## config.mk

```make
export PLATFORM = sky130hd
export DESIGN_NAME = axi_rd_arbiter
export DESIGN_NICKNAME = d
export VERILOG_FILES = /design/src/rtl/axi_rd_arbiter.sv
export SDC_FILE = /design/constraint.sdc
export NUM_CORES = 1
export LEC_CHECK = 0
export BUFFER_PORTS_ARGS = -buffer_cell sky130_fd_sc_hd__buf_2
export CAP_MARGIN = 0
export CORE_AREA = 4 4 96 98
export CTS_CLUSTER_DIAMETER = 100
export DETAILED_ROUTE_END_ITERATION = 8
export DIE_AREA = 0 0 100 102
export GPL_ROUTABILITY_DRIVEN = 1
export MAX_ROUTING_LAYER = met4
export PLACE_DENSITY_LB_ADDON = 0.2
export SKIP_LAST_GASP = 1
export SLEW_MARGIN = 30
export SYNTH_ARGS = -nofsm -noshare
export SYNTH_HDL_FRONTEND = slang
export SYNTH_SLANG_ARGS = --single-unit
```

## constraint.sdc

```tcl
create_clock -name aclk -period 4.35 [get_ports aclk]
set_input_delay 0.87 -clock aclk [delete_from_list [all_inputs] [get_ports aclk]]
set_output_delay 0.87 -clock aclk [all_outputs]
set_load 0.1 [all_outputs]
```

## src/rtl/axi_rd_arbiter.sv

```systemverilog
// Shares one AR channel between the inst-fetch and data-load requesters and routes R beats back by rid.
// Latency: addr_ok is combinational in the grant cycle; arvalid rises 1 cycle later; R data passes through combinationally.
// Backpressure: the AR payload stays frozen until arready. Requests stall at MAX_OUTS outstanding or on a RAW hazard. rready is always 1.
module axi_rd_arbiter #(
    parameter int MAX_OUTS   = 2,
    parameter int STARVE_MAX = 4
) (
    input  logic        aclk,
    input  logic        aresetn,

    input  logic        inst_req,
    input  logic [31:0] inst_addr,
    output logic        inst_addr_ok,
    output logic        inst_data_ok,
    output logic [31:0] inst_rdata,

    input  logic        data_req,
    input  logic [31:0] data_addr,
    input  logic [1:0]  data_size,
    output logic        data_addr_ok,
    output logic        data_data_ok,
    output logic [31:0] data_rdata,

    input  logic        wr_busy,
    input  logic [31:0] wr_addr,

    output logic [3:0]  arid,
    output logic [31:0] araddr,
    output logic [2:0]  arsize,
    output logic        arvalid,
    input  logic        arready,

    input  logic [3:0]  rid,
    input  logic [31:0] rdata,
    input  logic        rvalid,
    output logic        rready,
    output logic        rsp_err
);

    localparam int CW = $clog2(MAX_OUTS + 1);
    localparam int SW = $clog2(STARVE_MAX + 1);

    typedef enum logic {
        IDLE    = 1'b0,
        AR_WAIT = 1'b1
    } state_t;

    state_t          state_q;
    state_t          state_d;
    logic [CW-1:0]   inst_cnt;
    logic [CW-1:0]   data_cnt;
    logic [SW-1:0]   starve_cnt;

    logic            raw_hazard;
    logic            inst_elig;
    logic            data_elig;
    logic            starved;
    logic            grant_inst;
    logic            grant_data;
    logic [2:0]      data_arsize;
    logic            inst_rsp;
    logic            data_rsp;
    logic            bad_rsp;
    logic            unused_wr_lsb;

    assign unused_wr_lsb = ^wr_addr[1:0];

    // A data read waits while a write to the same 32-bit word is still in flight.
    assign raw_hazard = wr_busy && (data_addr[31:2] == wr_addr[31:2]);
    assign inst_elig  = inst_req && (inst_cnt < CW'(MAX_OUTS));
    assign data_elig  = data_req && (data_cnt < CW'(MAX_OUTS)) && !raw_hazard;
    assign starved    = (starve_cnt >= SW'(STARVE_MAX));

    always_comb begin
        grant_inst = 1'b0;
        grant_data = 1'b0;
        if (state_q == IDLE) begin
            grant_inst = inst_elig && (!data_elig || starved);
            grant_data = data_elig && !grant_inst;
        end
    end

    always_comb begin
        case (data_size)
            2'd0:    data_arsize = 3'd0;
            2'd1:    data_arsize = 3'd1;
            default: data_arsize = 3'd2;
        endcase
    end

    // FSM: state register
    always_ff @(posedge aclk) begin
        if (!aresetn) begin
            state_q <= IDLE;
        end else begin
            state_q <= state_d;
        end
    end

    // FSM: next state
    always_comb begin
        state_d = state_q;
        case (state_q)
            IDLE:    if (grant_inst || grant_data) state_d = AR_WAIT;
            AR_WAIT: if (arready) state_d = IDLE;
            default: state_d = IDLE;
        endcase
    end

    // FSM: outputs
    always_comb begin
        arvalid      = (state_q == AR_WAIT);
        inst_addr_ok = grant_inst;
        data_addr_ok = grant_data;
    end

    always_ff @(posedge aclk) begin
        if (!aresetn) begin
            arid   <= 4'd0;
            araddr <= 32'd0;
            arsize <= 3'd0;
        end else if (grant_inst) begin
            arid   <= 4'd0;
            araddr <= inst_addr;
            arsize <= 3'd2;
        end else if (grant_data) begin
            arid   <= 4'd1;
            araddr <= data_addr;
            arsize <= data_arsize;
        end
    end

    always_ff @(posedge aclk) begin
        if (!aresetn) begin
            starve_cnt <= '0;
        end else if (grant_inst) begin
            starve_cnt <= '0;
        end else if (grant_data && inst_elig && !starved) begin
            starve_cnt <= starve_cnt + SW'(1);
        end
    end

    // A beat is only routed when its requester actually has a read outstanding.
    assign inst_rsp = rvalid && (rid == 4'd0) && (inst_cnt != '0);
    assign data_rsp = rvalid && (rid == 4'd1) && (data_cnt != '0);
    assign bad_rsp  = rvalid && !inst_rsp && !data_rsp;

    assign inst_data_ok = inst_rsp;
    assign data_data_ok = data_rsp;
    assign inst_rdata   = inst_rsp ? rdata : 32'd0;
    assign data_rdata   = data_rsp ? rdata : 32'd0;
    assign rready       = 1'b1;

    always_ff @(posedge aclk) begin
        if (!aresetn) begin
            inst_cnt <= '0;
            data_cnt <= '0;
        end else begin
            case ({grant_inst, inst_rsp})
                2'b10:   inst_cnt <= inst_cnt + CW'(1);
                2'b01:   inst_cnt <= inst_cnt - CW'(1);
                default: inst_cnt <= inst_cnt;
            endcase
            case ({grant_data, data_rsp})
                2'b10:   data_cnt <= data_cnt + CW'(1);
                2'b01:   data_cnt <= data_cnt - CW'(1);
                default: data_cnt <= data_cnt;
            endcase
        end
    end

    always_ff @(posedge aclk) begin
        if (!aresetn) begin
            rsp_err <= 1'b0;
        end else if (bad_rsp) begin
            rsp_err <= 1'b1;
        end
    end

    a_single_grant: assert property (@(posedge aclk) disable iff (!aresetn)
        !(inst_addr_ok && data_addr_ok));

    a_ar_hold: assert property (@(posedge aclk) disable iff (!aresetn)
        (arvalid && !arready) |=> (arvalid && $stable(araddr) && $stable(arid) && $stable(arsize)));

endmodule

```

==> impl_summary.md <==
Yosys
The number of distinct standard cells referenced by the synthesized netlist is 41. The count of warnings emitted by yosys is 0. Of the synthesized area, sequential elements account for 0.2827.

sky130_fd_sc_hd__dfxtp_1 takes more of the synthesized area than any other cell. The number of register bits inferred by synthesis is 44. sky130_fd_sc_hd__and2_1 is the most common cell in the netlist. The cell count after synthesis came out at 375. Yosys mapped a number of flops with a built-in enable equal to 0. The area share of the leading cell type in the synthesized netlist is 0.2827. Ranked by total cell area, the synthesized netlist is headed by sky130_fd_sc_hd__dfxtp_1 (28%), sky130_fd_sc_hd__and2_1 (19%), sky130_fd_sc_hd__a32oi_1 (8.4%). After synthesis, the most frequently instantiated cells are sky130_fd_sc_hd__and2_1 (95), sky130_fd_sc_hd__dfxtp_1 (44), sky130_fd_sc_hd__nand2_1 (31). The async set-reset flop share out of synthesis is 0. The average instance in the mapped netlist occupies 8.308 um2. Among all flip-flop cells after synthesis, the most frequent one is sky130_fd_sc_hd__dfxtp_1. Summing every instance area after synthesis gives 3115 um2.

Worst setup path
Data arrives at the worst endpoint at 2940 ps. The critical path endpoint category is an output pin. The flop-to-flop setup slack is 2220 ps.

The worst endpoint required time is 3480 ps. Measured in cells, the most critical reg-to-reg path has a length of 6. The timing startpoint of the critical path is wr_addr[11].

The critical path is of the in -> out type. Along the worst path, the maximum fanout reaches 41. The source of the worst register-to-register timing path is data_cnt[1]. The nature of the critical path startpoint is an input port. The destination of the worst register-to-register timing path is data_cnt[1].

Timing
The clock period could shrink to 3812 ps. The peak clock frequency supported by timing is 262.3 MHz. The worst-case headroom to the max-slew limit is 0.5303. The setup TNS after final layout is 0 ps. Setup violations remaining at the end of the flow were counted as 0. Setup repair after global routing left no endpoint under its margin. The hold violation count in the final report is 0. Across the routed clock network, the largest skew measured is 11.84 ps. In the finished design, the share of the clock period the worst path needs comes to 0.8763. The final count of pins violating max slew is 0. The transition at the pin with the smallest max-transition slack is 704.5 ps.

Floorplan
The floorplan step set the die height to 102 um. For this configuration, the core starts out at a cell density of 0.3680. The die area is 10200 um2. Measured along the x axis, the die boundary spans 100 um. For this design the top-level I/O count stands at 251. The core region is 8466 um2. The site row count is 34.

CTS
TritonCTS built the clock tree. The CTS H-tree depth is 2. Clock tree synthesis found a total of 44 sinks. No sink is reached through more buffers than the 2 on the longest clock path.

The number of buffers inserted during clock tree synthesis is 5. The later pin in the worst-skew pair is clocked with a latency of 300 ps. The buffer type at the clock tree root is sky130_fd_sc_hd__clkbuf_8. The count of hold-fix buffers inserted at cts is 0. After clock tree synthesis, the setup repair step added 0 buffers. In this run, post-CTS repair resized a total of 0 instances. After clock tree synthesis, the clock-pin slew on the worst setup and hold paths is 70 ps.

Run
Max-cap violations in this run came to 0.

Drt
The pre-antenna-repair detailed-routing pass consisted of 5 iterations. The residual DRC count is 0. In this run the remaining antenna-violating nets after routing total 0. The detailed router placed 3632 vias in this run. Dividing the detail-routed via count by the number of cells gives 5.152. In the final routed layout, each cell accounts on average for 16.83 um. After the first detailed-routing iteration, the DRC count stood at 124.

The final layout contains routed wiring with a total length of 11860 um.

Layout
The antenna diode count is 0. Compared with the post-synthesis result, the final layout area differs by 59.36%. The number of nets in the finished design is 741. The number of standard cells in the final layout excluding fillers is 705. The layout cell share with drive strength beyond 1 is 0.4640.

GRT
The first global-routing pass estimated 18010 um of wire. The total congestion overflow after global routing is 0. The number of global-route vias before repair was 3442. Entering global routing, the biggest net connects 42 pins.

The number of antenna violations at the first check in global routing was 0. The total track usage is 0.2263.

Power
Power spread over the standard cell area amounts to 303.3 nW/um2. IR analysis of the VDD net gives a maximum drop of 0.1665 mV. The leakage component of the power is 2.348 nW.

Min path
The worst hold path passes through 2 cells. The destination of the worst hold path is rsp_err. In this run the most critical hold path is launched from rsp_err. The path category of the worst min-delay check is reg -> reg.

Place
The instance count after placement with tap cells included is 697. The routability congestion estimate is 0.8218. The placed wire-length estimate is 9365 um. Input and output buffers added on the ports amount to 243.

Status
The flow ran to the end, and the final reports show no timing, DRC or antenna violations.
state kept, by name (all words and copies together), names as in the netlist:
register    count
arid            1
starve_cnt      3
arsize          2
araddr         32
rsp_err         1
data_cnt        2
arvalid         1
inst_cnt        2
layout by cell type (no fill, tap or decap), types with 2 or more instances in the layout:
cell type / netlist / final
sky130_fd_sc_hd__nand3b_1: 2 / 2
sky130_fd_sc_hd__buf_2: 4 / 209
sky130_fd_sc_hd__and2_1: 95 / 95
sky130_fd_sc_hd__nand4_1: 5 / 5
sky130_fd_sc_hd__or3_1: 3 / 3
sky130_fd_sc_hd__o21ai_0: 4 / 4
sky130_fd_sc_hd__nor3_1: 4 / 3
sky130_fd_sc_hd__xnor2_1: 17 / 17
sky130_fd_sc_hd__inv_1: 7 / 7
sky130_fd_sc_hd__nand2b_1: 2 / 2
sky130_fd_sc_hd__dfxtp_1: 44 / 44
sky130_fd_sc_hd__xor2_1: 17 / 17
sky130_fd_sc_hd__nand2_1: 31 / 31
sky130_fd_sc_hd__nor4_1: 3 / 3
sky130_fd_sc_hd__a21oi_1: 6 / 6
sky130_fd_sc_hd__ha_1: 4 / 4
sky130_fd_sc_hd__a21boi_0: 3 / 3
sky130_fd_sc_hd__o311a_1: 2 / 2
sky130_fd_sc_hd__o22ai_2: 10 / 10
sky130_fd_sc_hd__a32oi_1: 30 / 30
sky130_fd_sc_hd__buf_4: 6 / 6
sky130_fd_sc_hd__conb_1: 2 / 5
sky130_fd_sc_hd__clkbuf_8: 0 / 7
sky130_fd_sc_hd__nor2_1: 7 / 7
sky130_fd_sc_hd__and3_1: 3 / 3
sky130_fd_sc_hd__a31oi_1: 3 / 2
sky130_fd_sc_hd__buf_12: 0 / 34
sky130_fd_sc_hd__o22ai_1: 20 / 20
layer usage:
metal / wire (um) / track usage / part of all wire / vias to the layer above
met2: 6303 / 0.3997 / 0.53 / 149
met1: 4645 / 0.2737 / 0.39 / 1722
met5: 0 / - / 0 / -
met3: 795 / 0.03891 / 0.067 / 11
met4: 117 / 0.04249 / 0.0099 / 0
li1: - / - / - / 1750
stage by stage:
stage                     area (um2)  setup slack [ps]  hold slack, ps    util  power [mW]
after floorplan                 3129             85.73           462.3       -       1.011
after global placement          4838             580.9           448.0  0.5715       1.165
after detailed placement        4838             542.7           452.6  0.5715       1.173
after CTS                       4965             540.9           470.8  0.5865       1.517
after global routing            4965             486.4           486.0  0.5865       1.581
final                           4965             538.2           462.0  0.5865       1.506
layout make-up:
class / instances / area (um2)
Clock buffer: 7 / 96.34
Clock inverter: 1 / 30.03
Fill cell: 779 / 3501
Inverter: 8 / 30.03
Multi-Input combinational cell: 288 / 2021
Sequential cell: 44 / 880.8
Tap cell: 108 / 135.1
Timing Repair Buffer: 249 / 1772
how the worst max path moves through the flow:
stage	cells past startpoint	slack, ps	endpoint
5_1_grt	8	490	data_addr_ok
3_5_place_dp	8	540	data_addr_ok
6_report	8	540	data_addr_ok
4_1_cts	8	540	data_addr_ok
2_1_floorplan	4	90	inst_rdata[22]
3_3_place_gp	8	580	data_addr_ok
worst max-delay path, cell delays in order:
cell and delay, ps:
sky130_fd_sc_hd__buf_2 100, sky130_fd_sc_hd__xnor2_1 270, sky130_fd_sc_hd__nand4_1 180, sky130_fd_sc_hd__or4_4 610, sky130_fd_sc_hd__o21ba_4 400, sky130_fd_sc_hd__nand2_4 140
sky130_fd_sc_hd__inv_1 60, sky130_fd_sc_hd__buf_2 290
cells by family (layout without fill, tap and decap cells):
group	count (synthesis)	in the layout	share of synthesized area
and+or+nand+nor	160	160	0.2948
AOI/OAI and AO/OA	85	85	0.2297
buffers and inverters	46	265	0.07871
DFF	44	44	0.2827
xor gates and xnor gates	34	34	0.09558
adders and majority gates	4	4	0.01606
other	2	5	0.002411
power by group:
| part | internal, mW | switching [mW] | leakage, nW |
|---|---|---|---|
| registers | 0.445 | 0.0241 | 0.363 |
| clock network | 0.203 | 0.140 | 0.0645 |
| logic | 0.177 | 0.517 | 1.92 |
Power figures use the tool's default switching activity.
